`src/rtl/pong_pkg.sv`:
```
// pong_pkg: shared types and constants for the pong scoring controller.
//   state_t   - game-flow states
//   SCORE_W   - score width in bits
//   SEG_TABLE - active-low seven-segment patterns for digits 0..9, seg[0] = a
package pong_pkg;
    localparam int SCORE_W = 4;
    typedef enum logic [2:0] {IDLE, SERVE, PLAY, POINT, OVER} state_t;
    localparam logic [9:0][6:0] SEG_TABLE = {
        7'b0010000, 7'b0000000, 7'b1111000, 7'b0000010, 7'b0010010,
        7'b0011001, 7'b0110000, 7'b0100100, 7'b1111001, 7'b1000000
    };
    function automatic logic [6:0] segOf(input logic [3:0] digit);
        return SEG_TABLE[digit];
    endfunction
endpackage

```
`src/rtl/pong_score_ctrl_if.sv`:
```
// pong_score_ctrl_if: game-side signals of the scoring controller.
//   master - drives start/frame_tick/hit1/hit2, observes the controller outputs
//   slave  - the controller itself
interface pong_score_ctrl_if;
    import pong_pkg::*;
    logic start;
    logic frame_tick;
    logic hit1;
    logic hit2;
    logic still;
    logic [SCORE_W-1:0] score1;
    logic [SCORE_W-1:0] score2;
    logic game_over;
    logic winner;
    logic [3:0] an;
    logic [6:0] seg;
    modport master (
        output start, frame_tick, hit1, hit2,
        input  still, score1, score2, game_over, winner, an, seg
    );
    modport slave (
        input  start, frame_tick, hit1, hit2,
        output still, score1, score2, game_over, winner, an, seg
    );
endinterface

```
`src/rtl/pong_sevseg.sv`:
```
// pong_sevseg: multiplexed 4-digit seven-segment score display.
//   clk, reset     - clock, synchronous active-high reset
//   score1, score2 - binary scores; shown as tens/ones on digits 3,2 and 1,0
//   an             - active-low digit enables, one low at a time after reset
//   seg            - active-low segments a..g on seg[0]..seg[6]
module pong_sevseg
    import pong_pkg::*;
#(
    parameter int SCAN_DIV = 16
) (
    input  logic               clk,
    input  logic               reset,
    input  logic [SCORE_W-1:0] score1,
    input  logic [SCORE_W-1:0] score2,
    output logic [3:0]         an,
    output logic [6:0]         seg
);
    logic [SCAN_DIV+1:0] scanCnt;
    logic [1:0]          sel;
    logic [3:0]          digit;

    assign sel = scanCnt[SCAN_DIV+1 -: 2];

    always_comb
        digit = sel == 2'd3 ? score1 / 4'd10 :
                sel == 2'd2 ? score1 % 4'd10 :
                sel == 2'd1 ? score2 / 4'd10 : score2 % 4'd10;

    always_ff @(posedge clk)
        if (reset) begin
            scanCnt <= '0;
            an      <= 4'hF;
            seg     <= 7'h7F;
        end else begin
            scanCnt <= scanCnt + 1'b1;
            an      <= ~(4'b0001 << sel);
            seg     <= segOf(digit);
        end
endmodule

```
`src/rtl/pong_score_ctrl.sv`:
```
// pong_score_ctrl: game-flow and scoring controller for pong.
//   clk, reset  - clock, synchronous active-high reset
//   bus (slave) - start, frame_tick, hit1, hit2 in; still, score1, score2,
//                 game_over, winner, an, seg out
// Optional display: define PONG_SEVSEG_EN to build the seven-segment scanner;
// otherwise an/seg are held blank.
module pong_score_ctrl
    import pong_pkg::*;
#(
    parameter int WIN_SCORE    = 7,
    parameter int SERVE_FRAMES = 90,
    parameter int SCAN_DIV     = 16
) (
    input logic clk,
    input logic reset,
    pong_score_ctrl_if.slave bus
);
    localparam logic [SCORE_W-1:0] WinScore  = SCORE_W'(WIN_SCORE);
    localparam logic [7:0]         LastServe = 8'(SERVE_FRAMES - 1);

    state_t             state, nextState;
    logic               startQ;
    logic               startRise;
    logic               pointTo;
    logic [7:0]         serveCnt;
    logic [SCORE_W-1:0] newScore;

    // startQ resets high so a button held through reset is not a press
    assign startRise = bus.start & ~startQ;
    // pointTo: 1 = point credited to player 2
    assign newScore  = (pointTo ? bus.score2 : bus.score1) + 1'b1;

    always_comb begin
        nextState = state;
        case (state)
            IDLE:    nextState = startRise ? SERVE : IDLE;
            SERVE:   nextState = (bus.frame_tick && serveCnt == LastServe) ? PLAY : SERVE;
            PLAY:    nextState = (bus.hit1 || bus.hit2) ? POINT : PLAY;
            POINT:   nextState = newScore == WinScore ? OVER : SERVE;
            OVER:    nextState = startRise ? SERVE : OVER;
            default: nextState = IDLE;
        endcase
    end

    always_ff @(posedge clk)
        if (reset) begin
            state         <= IDLE;
            startQ        <= 1'b1;
            serveCnt      <= '0;
            pointTo       <= 1'b0;
            bus.still     <= 1'b1;
            bus.game_over <= 1'b0;
            bus.winner    <= 1'b0;
            bus.score1    <= '0;
            bus.score2    <= '0;
        end else begin
            state         <= nextState;
            startQ        <= bus.start;
            bus.still     <= nextState != PLAY;
            bus.game_over <= nextState == OVER;
            // held at zero outside SERVE, so every serve starts from a clean count
            if (state != SERVE)
                serveCnt <= '0;
            else if (bus.frame_tick)
                serveCnt <= serveCnt + 1'b1;
            // hit1 takes priority when both sides miss together
            if (state == PLAY)
                pointTo <= bus.hit1;
            if (state == POINT) begin
                if (pointTo)
                    bus.score2 <= newScore;
                else
                    bus.score1 <= newScore;
                if (nextState == OVER)
                    bus.winner <= pointTo;
            end
            if (state == OVER && startRise) begin
                bus.score1 <= '0;
                bus.score2 <= '0;
            end
        end

`ifdef PONG_SEVSEG_EN
    pong_sevseg #(.SCAN_DIV(SCAN_DIV)) u_sevseg (
        .clk    (clk),
        .reset  (reset),
        .score1 (bus.score1),
        .score2 (bus.score2),
        .an     (bus.an),
        .seg    (bus.seg)
    );
`else
    logic unusedScanDiv;
    assign unusedScanDiv = ^SCAN_DIV;
    assign bus.an  = 4'hF;
    assign bus.seg = 7'h7F;
`endif
endmodule

```
`src/flat_wrapper.sv`:
```
// flat-port wrapper written by rule: the top's interface ports become plain ports
module pong_score_ctrl_flat import pong_pkg::*;
#(
    parameter int WIN_SCORE    = 7,
    parameter int SERVE_FRAMES = 90,
    parameter int SCAN_DIV     = 16
)
  (clk, reset, bus_start, bus_frame_tick, bus_hit1, bus_hit2, bus_still, bus_score1, bus_score2, bus_game_over, bus_winner, bus_an, bus_seg);
  pong_score_ctrl_if bus_i ();
  input logic clk;
  input logic reset;
  input wire logic [$bits(bus_i.start)-1:0] bus_start;
  input wire logic [$bits(bus_i.frame_tick)-1:0] bus_frame_tick;
  input wire logic [$bits(bus_i.hit1)-1:0] bus_hit1;
  input wire logic [$bits(bus_i.hit2)-1:0] bus_hit2;
  output wire logic [$bits(bus_i.still)-1:0] bus_still;
  output wire logic [$bits(bus_i.score1)-1:0] bus_score1;
  output wire logic [$bits(bus_i.score2)-1:0] bus_score2;
  output wire logic [$bits(bus_i.game_over)-1:0] bus_game_over;
  output wire logic [$bits(bus_i.winner)-1:0] bus_winner;
  output wire logic [$bits(bus_i.an)-1:0] bus_an;
  output wire logic [$bits(bus_i.seg)-1:0] bus_seg;
  assign bus_i.start = bus_start;
  assign bus_i.frame_tick = bus_frame_tick;
  assign bus_i.hit1 = bus_hit1;
  assign bus_i.hit2 = bus_hit2;
  assign bus_still = bus_i.still;
  assign bus_score1 = bus_i.score1;
  assign bus_score2 = bus_i.score2;
  assign bus_game_over = bus_i.game_over;
  assign bus_winner = bus_i.winner;
  assign bus_an = bus_i.an;
  assign bus_seg = bus_i.seg;
  pong_score_ctrl #(.WIN_SCORE(WIN_SCORE), .SERVE_FRAMES(SERVE_FRAMES), .SCAN_DIV(SCAN_DIV)) u_core (.clk(clk), .reset(reset), .bus(bus_i));
endmodule
```
`config.mk`:
```
export PLATFORM = sky130hd
export DESIGN_NAME = pong_score_ctrl_flat
export DESIGN_NICKNAME = d
export VERILOG_FILES = /design/src/rtl/pong_pkg.sv /design/src/rtl/pong_score_ctrl_if.sv /design/src/rtl/pong_sevseg.sv /design/src/rtl/pong_score_ctrl.sv /design/src/flat_wrapper.sv
export SDC_FILE = /design/constraint.sdc
export NUM_CORES = 1
export LEC_CHECK = 0
export ABC_CLOCK_PERIOD_IN_PS = 5000
export BUFFER_PORTS_ARGS = -buffer_cell sky130_fd_sc_hd__buf_2
export CORE_UTILIZATION = 57
export DETAILED_ROUTE_END_ITERATION = 16
export PLACE_DENSITY = 0.94
export SKIP_LAST_GASP = 1
export SYNTH_ARGS = -nofsm -noshare
export SYNTH_HDL_FRONTEND = slang
export SYNTH_SLANG_ARGS = --single-unit
```
`constraint.sdc`:
```
create_clock -name clk -period 5 [get_ports clk]
set_clock_uncertainty 0.1 [all_clocks]
set_input_delay 1 -clock clk [delete_from_list [all_inputs] [get_ports clk]]
set_output_delay 1 -clock clk [all_outputs]
set_load 0.01 [all_outputs]
```
### Word-level counts from Yosys, hierarchy flattened

Index checks and enable logic that the tools add are counted.

* logic and storage cells: 39
* output and inout port bits: 22
* register bits after elaboration: 24
* input bits: 6

* equality and inequality tests: 9
* multiplexer cells: 7
* reductions and logical operators: 9
* add/sub/neg operators: 2
* bitwise logic cells: 3

Operators by type and width (number)
* case mux 3 bit (5 select lines): 1
* adder 8 x 1 -> 8 bit (second input constant): 1
* == test 8 x 7 -> 1 bit (second input constant): 1
* == test 3 x 2 -> 1 bit (second input constant): 2
* == test 3 bit (second input constant): 2
* two-way mux 3 bit: 2
* AND reduction 2 bit: 3
* adder 4 x 1 -> 4 bit (second input constant): 1
* == test 4 x 3 -> 1 bit (second input constant): 1
* two-way mux 4 bit: 1
* OR reduction 2 bit: 2
* == test 3 x 1 -> 1 bit (second input constant): 1
* logical NOT 3 bit: 1
* != test 3 x 1 -> 1 bit (second input constant): 1
* != test 3 x 2 -> 1 bit (second input constant): 1
* logical AND 1 bit: 2
* two-way mux 1 bit: 2
* two-way mux 2 bit: 1
* inverter 1 bit: 2
* bitwise AND 1 bit: 1
* logical OR 1 bit: 1

### Longest topological paths before layout

Gate-level depths: netlist (run 1).

* depth in word-level cells: 7
* mapped depth: 8

### Worst setup path before layout (run 1)

Ideal clock, no wire load.

* path type: input to register
* start: input bus_frame_tick
* end: register u_core.state[0]
* setup slack: 2.925 ns
* data arrival time: 1.909 ns
* cell stages on the path: 5
* library setup time: 0.066 ns
* cells stage by stage: buf_2 and4b_1 a311oi_1 a21bo_2 a21oi_2

* cells in the longest elaborated chain, start to end: 3

Ends and longest elaborated chain
* start: declaration: RTL line flat_wrapper.sv:13 `input wire logic [$bits(bus_i.frame_tick)-1:0] bus_frame_tick;`
* logical AND 1 bit: RTL line pong_score_ctrl.sv:37 `SERVE: nextState = (bus.frame_tick && serveCnt == LastServe) ? PLAY : SERVE;`
* two-way mux 2 bit: RTL line pong_score_ctrl.sv:37
* case mux 3 bit (5 select lines): RTL line pong_score_ctrl.sv:35 `case (state)`
* end signal: assignment: RTL line pong_score_ctrl.sv:57 `state <= nextState;`
* end: declaration: RTL line pong_score_ctrl.sv:21 `state_t state, nextState;`

Every way passes these cells.
A chain may end at the register's enable or synchronous reset.

### Worst setup path in the final report (run 1)

* start: register u_core.pointTo
* end: register u_core.bus.winner

* cells in the longest elaborated chain, start to end: 7

Ends and longest elaborated chain
* start: declaration: RTL line pong_score_ctrl.sv:24 `logic pointTo;`
* start signal: assignment: RTL line pong_score_ctrl.sv:68 `pointTo <= bus.hit1;`
* two-way mux 4 bit: RTL line pong_score_ctrl.sv:31 `assign newScore = (pointTo ? bus.score2 : bus.score1) + 1'b1;`
* adder 4 x 1 -> 4 bit: RTL line pong_score_ctrl.sv:31
* == test 4 x 3 -> 1 bit: RTL line pong_score_ctrl.sv:39 `POINT: nextState = newScore == WinScore ? OVER : SERVE;`
* two-way mux 3 bit: RTL line pong_score_ctrl.sv:39
* case mux 3 bit (5 select lines): RTL line pong_score_ctrl.sv:35
* == test 3 bit: RTL line pong_score_ctrl.sv:74 `if (nextState == OVER)`
* AND reduction 2 bit (no source line)
* end signal: assignment: RTL line pong_score_ctrl.sv:75 `bus.winner <= pointTo;`
* end: declaration: RTL line pong_score_ctrl_if.sv:23 `output still, score1, score2, game_over, winner, an, seg`

Parallel ways exist; a longest one is shown, timed or not.

==> flow_summary.yaml, run 1 <==
outcome:
  status: "completed"
die:
  num_rows: 16
  initial_core_util_pct: 62.7
  die_w_um: 49.4
  fp.dieH_um: 49.4
  die_area_um2: 2440
  io_pins: 28
  coreArea_um2: 2040
clock_network:
  clock_latency_ns: 0.32
  cts_tree: "yes"
  clkTransAtPathRegs_ns: 0.14
  numClockSinks: 24
  ctsResizeCount: 0
  htree_levels: 1
  root_buffer: "clkbuf_4"
  numCtsBuffers: 3
  hold_buffers: 0
  cts_setup_buffers: 0
  clock_path_buffers: 2
power:
  cellLeakagePower_nw: 0.572
  p_comb_share_pct: 4.4
  switching_share_pct: 20.2
  p_sw_w: 0.0000705
  p_int_w: 0.000279
  peakVddDrop_v: 0.000242
  seqPwrFrac_pct: 55.4
  power.density_nw_per_um2: 255
  p_clk_share_pct: 40.1
layout:
  final_util_pct: 67.0
  drive_gt1_share_pct: 18.6
  syn_to_final_growth_pct: 6.84
  insertedDiodeCount: 0
  fin_nets: 167
  layout.cells.non_filler: 183
  fillCellCount: 153
routing:
  wl_per_cell_um: 12.9
  vias: 1016
  routed_wl_mm: 2.36
  dr.first_iter.drc_count: 24
  firstDrtPassIters: 4
  remaining_drc_errors: 0
  ant_nets: 0
  avgViaCountPerCell: 5.55
place:
  place_inst: 179
  dp_hpwl_mm: 1.78
  io_buffers: 16
  gp_congestion: 0.877
grt:
  antenna_found_initial: 0
  grt_pass1_wl_mm: 3.86
  grtUsageMet1_pct: 24.5
  grt_pass1_vias: 903
  gr-max-usage-layer: "met2"
  groute.layer.met2.usage_pct: 36.3
  grt_max_degree: 15
  grt_overflow: 0
  grt_use_met3_pct: 5.61
  grt_usage_pct: 20.7
yosys:
  synth_most_common_cell: "dfxtp_1"
  synthFlopType: "dfxtp_1"
  synth.top_cells.by_count: "24 x dfxtp_1, 16 x nor2_1, 11 x buf_4, 11 x nand2_1, 8 x a21oi_1"
  ys_ff_latch: 24
  yosys.area.top_type_share_pct: 37.5
  postSynthCellCount: 143
  ys_seq_area_share_pct: 37.5
  netlist_area_um2: 1280
  async_flop_share_pct: 0
  synthDistinctLibCells: 39
  synth_area_leaders: "dfxtp_1 38%, buf_4 6.5%, nor2_1 4.7%"
  synth_edf_count: 0
  yosysTopAreaCell: "dfxtp_1"
  syn-mean-instance-area_um2: 8.95
  yosys_warnings: 0
timing:
  finalSetupViolations: 0
  fmax_mhz: 458
  final.setup.tns_ns: 0
  fin_crit_sh_pct: 43.7
  fin_crit_ns: 2.18
  rsz0062_at_grt: "no"
  drv_slew: 0
  final-hold-violation-count: 0
worst_hold_path:
  min_path_type: "register to register"
  worstHoldStart: "u_core.bus.winner"
  min_path_cells: 2
  hold_end: "u_core.bus.winner"
critical_path:
  reg2reg_from: "u_core.pointTo"
  cp.required_ns: 5.12
  cp-start-kind: "register"
  criticalPathCategory: "register to register"
  reg2reg_setup_slack_ns: 2.82
  worstReg2RegEnd: "u_core.bus.winner"
  startpoint: "u_core.pointTo"
  crit_fanout: 11
  crit_arrival_ns: 2.31
  ff2ff_path_depth: 6
  endpoint_kind: "register"
run:
  maxCapViolCount: 0
## through the flow
| stage | power [W] | hold WS (ns) | area, um^2 | worst slack, ns |
|---|---|---|---|---|
| 6_report | 0.000349 | 0.397 | 1370 | 2.82 |
| 3_5_place_dp | 0.000213 | 0.385 | 1320 | 2.85 |
| 5_1_grt | 0.000364 | 0.422 | 1370 | 2.72 |
| 2_1_floorplan | 0.000215 | 0.367 | 1320 | 2.92 |
| 4_1_cts | 0.000351 | 0.404 | 1370 | 2.83 |
| 3_3_place_gp | 0.000212 | 0.360 | 1320 | 2.89 |
## layout by cell type, fill, tap and decap left out, drive strengths merged, types with 2 or more instances in the layout
master and instances:
and4b 2, mux2 3, nand3 2, ha 4
a211oi 5, inv 4, xnor2 4, xor2 5
nand2b 5, or3 2, nor2 16, conb 11
nand4 4, a21oi 9, clkbuf 3, nor3 2
mux2i 5, o21ai 4, or2 2, dfxtp 24
nand2 11, buf 16
## area by class of cell
| cell class | instances | area, um^2 | share of cell area [%] |
|---|---|---|---|
| Timing Repair Buffer | 16 | 80.1 | 5.86 |
| Tap cell | 27 | 33.8 | 2.47 |
| Sequential cell | 24 | 480 | 35.1 |
| Clock buffer | 3 | 22.5 | 1.65 |
| Clock inverter | 1 | 30.0 | 2.20 |
| Multi-Input combinational cell | 108 | 706 | 51.6 |
| Inverter | 4 | 15.0 | 1.10 |
## logic make-up (layout without fill, tap and decap cells)
logic type | after synthesis | after routing | synth area share, %
compound gates | 23 | 23 | 11.7
xor+xnor | 9 | 9 | 6.16
fa+ha+maj | 4 | 4 | 3.91
buf+inv | 21 | 24 | 10.3
flops | 24 | 24 | 37.5
mux | 8 | 8 | 6.55
other cells | 1 | 11 | 0.293
simple gates | 53 | 53 | 23.6
## state kept, by name, summed over array words and instances, names as in the netlist
name / cells
u_core.serveCnt: 8
u_core.bus.score1: 4
u_core.bus.score2: 4
u_core.pointTo: 1
u_core.startQ: 1
u_core.bus.game_over: 1
u_core.bus.still: 1
u_core.state: 3
u_core.bus.winner: 1
## per-layer routing
| layer | vias up | part of all wire [%] |
|---|---|---|
| met5 | - | 0 |
| met4 | 0 | 0.89 |
| li1 | 495 | - |
| met2 | 32 | 50 |
| met1 | 485 | 44 |
| met3 | 4 | 4.3 |
## power groups by stage
stage / Sequential (W) / Combinational (W) / Clock (W)
floorplan: 0.000197 / 0.0000177 / 0
global placement: 0.000198 / 0.0000145 / 0
detailed placement: 0.000198 / 0.0000152 / 0
CTS: 0.000193 / 0.0000153 / 0.000142
global route: 0.000194 / 0.0000173 / 0.000152
finish: 0.000194 / 0.0000155 / 0.000140
## critical path, cell delays in order (launching register included)
cell       delay, ns
dfxtp_1         0.60
mux2_2          0.41
ha_1            0.24
nand2b_1        0.15
mux2i_1         0.19
nand4bb_1       0.23
mux2i_1         0.17
## worst max-delay path by stage
stage                                   end  cells after the start  slack, ns
final                     u_core.bus.winner                      6       2.82
after detailed placement  u_core.bus.winner                      6       2.85
after global routing      u_core.bus.winner                      6       2.72
after CTS                 u_core.bus.winner                      6       2.83
after floorplan             u_core.state[0]                      5       2.92
after global placement      u_core.state[0]                      5       2.89
(Power assumes the default switching activity.)
==> run 2, diff against run 1 <==
Settings changed: ABC_AREA set to 1, ABC_CLOCK_PERIOD_IN_PS 5000 to 1800, CORE_UTILIZATION 57 to 47, PLACE_DENSITY 0.94 to 0.85.
Clock period 5 ns to 1.8 ns, I/O delays scaled along.
==> flow_summary.yaml, run 2 <==
grt:
  antenna_found_initial: 0
  grt_pass1_wl_mm: 3.72
  grt_max_degree: 13
  grt_pass1_vias: 932
  grt_overflow: 0
  grt_usage_pct: 18.0
place:
  placed_area_um2: 1290
  gp_congestion: 0.871
  dp_hpwl_mm: 1.66
  io_buffers: 16
  pre_cts_ws_ns: 0.0812
power:
  power.density_nw_per_um2: 612
  cellLeakagePower_nw: 0.586
  peakVddDrop_v: 0.000340
outcome:
  violations: "DRC"
  status: "finished with violations"
routing:
  ant_nets: 0
  wl_per_cell_um: 10.3
  vias: 1044
  routed_wl_mm: 2.21
  dr.first_iter.drc_count: 22
  avgViaCountPerCell: 4.88
  remaining_drc_errors: 1
  firstDrtPassIters: 10
die:
  die_w_um: 53.1
  io_pins: 28
  num_rows: 18
  coreArea_um2: 2480
  initial_core_util_pct: 49.4
  die_area_um2: 2810
  fp.dieH_um: 53.1
yosys:
  ys_ff_latch: 24
  ys_seq_area_share_pct: 39.2
  yosysTopAreaCell: "dfxtp_1"
  async_flop_share_pct: 0
  synthFlopType: "dfxtp_1"
  synthDistinctLibCells: 28
  yosys_warnings: 0
  synth.top_cells.by_count: "31 x nand2_1, 24 x dfxtp_1, 22 x nor2_1, 20 x inv_1, 14 x a21oi_1"
  yosys.area.top_type_share_pct: 39.2
  netlist_area_um2: 1220
  synth_edf_count: 0
  synth_most_common_cell: "nand2_1"
  synth_area_leaders: "dfxtp_1 39%, nand2_1 9.5%, buf_4 6.7%"
  postSynthCellCount: 167
  syn-mean-instance-area_um2: 7.33
layout:
  reg_top3: "u_core.serveCnt x8, u_core.bus.score1 x4, u_core.bus.score2 x4"
  layout_common_cells: "31 x nand2_1, 23 x dfxtp_1, 22 x nor2_1"
  fin_nets: 196
  final_util_pct: 52.9
  largest_reg_flops: 8
  design_area_um2: 1310
  insertedDiodeCount: 0
  syn_to_final_growth_pct: 6.95
  drive_gt1_share_pct: 19.0
  top_register: "u_core.serveCnt"
  final_common_cell: "nand2_1"
critical_path:
  slowest_stage: "dfxtp_2"
  cp_common_cell: "nand2_1"
  worstPathCellList: "inv_4 -> nand2_1 -> nand2_1 -> ha_1 -> nand3b_1 -> nand2_1 -> nor2_2 -> nand2_1 -> nand2_1 -> a21oi_1"
  critical_path.top_delay_family: "simple AND/OR/NAND/NOR gates"
  cp.required_ns: 1.95
  criticalPathCategory: "register to register"
  path_buf_inv: 1
  endpoint_kind: "register"
  slowest_delay_ns: 0.44
  crit_fanout: 8
  cp-start-kind: "register"
  crit_arrival_ns: 1.78
timing:
  rsz0062_at_grt: "no"
  setup_slack_ns: 0.166
  relSlewSlack_pct: 66.1
  finalSetupViolations: 0
  worst_slew_pin_slew_ns: 0.507
  fin_crit_ns: 1.63
  drv_slew: 0
  final.setup.tns_ns: 0
  final-hold-violation-count: 0
  fin_crit_sh_pct: 90.8
  fmax_mhz: 612
run:
  maxCapViolCount: 0
clock_network:
  cts_setup_buffers: 0
  ctsResizeCount: 0
  clkTransAtPathRegs_ns: 0.12
  htree_levels: 1
  cts_tree: "yes"
  numClockSinks: 24
  numCtsBuffers: 3
  clock_path_buffers: 2
  hold_buffers: 0
  clock_latency_ns: 0.31
  root_buffer: "clkbuf_4"
worst_hold_path:
  min_path_type: "primary input to register"
## run 2: per-stage QoR
| stage | instances | power (W) | hold WS [ns] |
|---|---|---|---|
| 2_1_floorplan | 177 | 0.000591 | 0.329 |
| 3_3_place_gp | 211 | 0.000586 | 0.371 |
| 3_5_place_dp | 211 | 0.000586 | 0.379 |
| 4_1_cts | 214 | 0.000809 | 0.137 |
| 5_1_grt | 214 | 0.000838 | 0.149 |
| 6_report | 214 | 0.000802 | 0.133 |
## run 2: worst register-to-register path, stage by stage (launching register included)
cell and delay [ns]:
dfxtp_2 0.44, inv_4 0.07, nand2_1 0.06, nand2_1 0.10, ha_1 0.23, nand3b_1 0.16, nand2_1 0.12, nor2_2 0.06
nand2_1 0.06, nand2_1 0.06, a21oi_1 0.12
## run 2: worst paths after layout
kind	from	to	slack [ns]	cells past startpoint
setup / recovery	u_core.pointTo	u_core.state[0]	0.17	10
hold / removal	bus_start	u_core.startQ	0.13	3
setup reg to reg	u_core.pointTo	u_core.state[0]	0.17	10
hold reg to reg	u_core.bus.score2[1]	u_core.bus.score2[1]	0.40	2
## run 2: area by class of cell
class	instances	area (um^2)
fillers	253	1170
repair buffers	16	80.1
well taps	30	37.5
inverters	22	85.1
multi-input cells	119	603
clock buffers	3	22.5
flip-flops and latches	24	482
## run 2: kinds of logic (layout without fill, tap and decap cells)
logic type,Yosys count,in the layout,share of synthesized area [%]
fa+ha+maj,4,4,4.09
buf+inv,34,41,14.6
simple gates,78,78,29.2
xor+xnor,2,2,1.43
flops,24,24,39.2
other cells,1,11,0.306
compound gates,24,24,11.1
## run 2: power breakdown
group	total (W)	leakage, nW	internal (W)	switching [W]
Clock	0.000227	0.0138	0.0000782	0.000149
Combinational	0.0000390	0.378	0.0000105	0.0000286
Sequential	0.000536	0.194	0.000534	0.00000198
## run 2: routing by layer
metal / GRT usage (%) / wire length (um) / up-vias
li1: - / - / 545
met1: 22.0 / 998 / 461
met2: 30.2 / 1090 / 33
met3: 2.01 / 87 / 5
met4: 10.5 / 30 / 0
met5: 0 / 0 / -
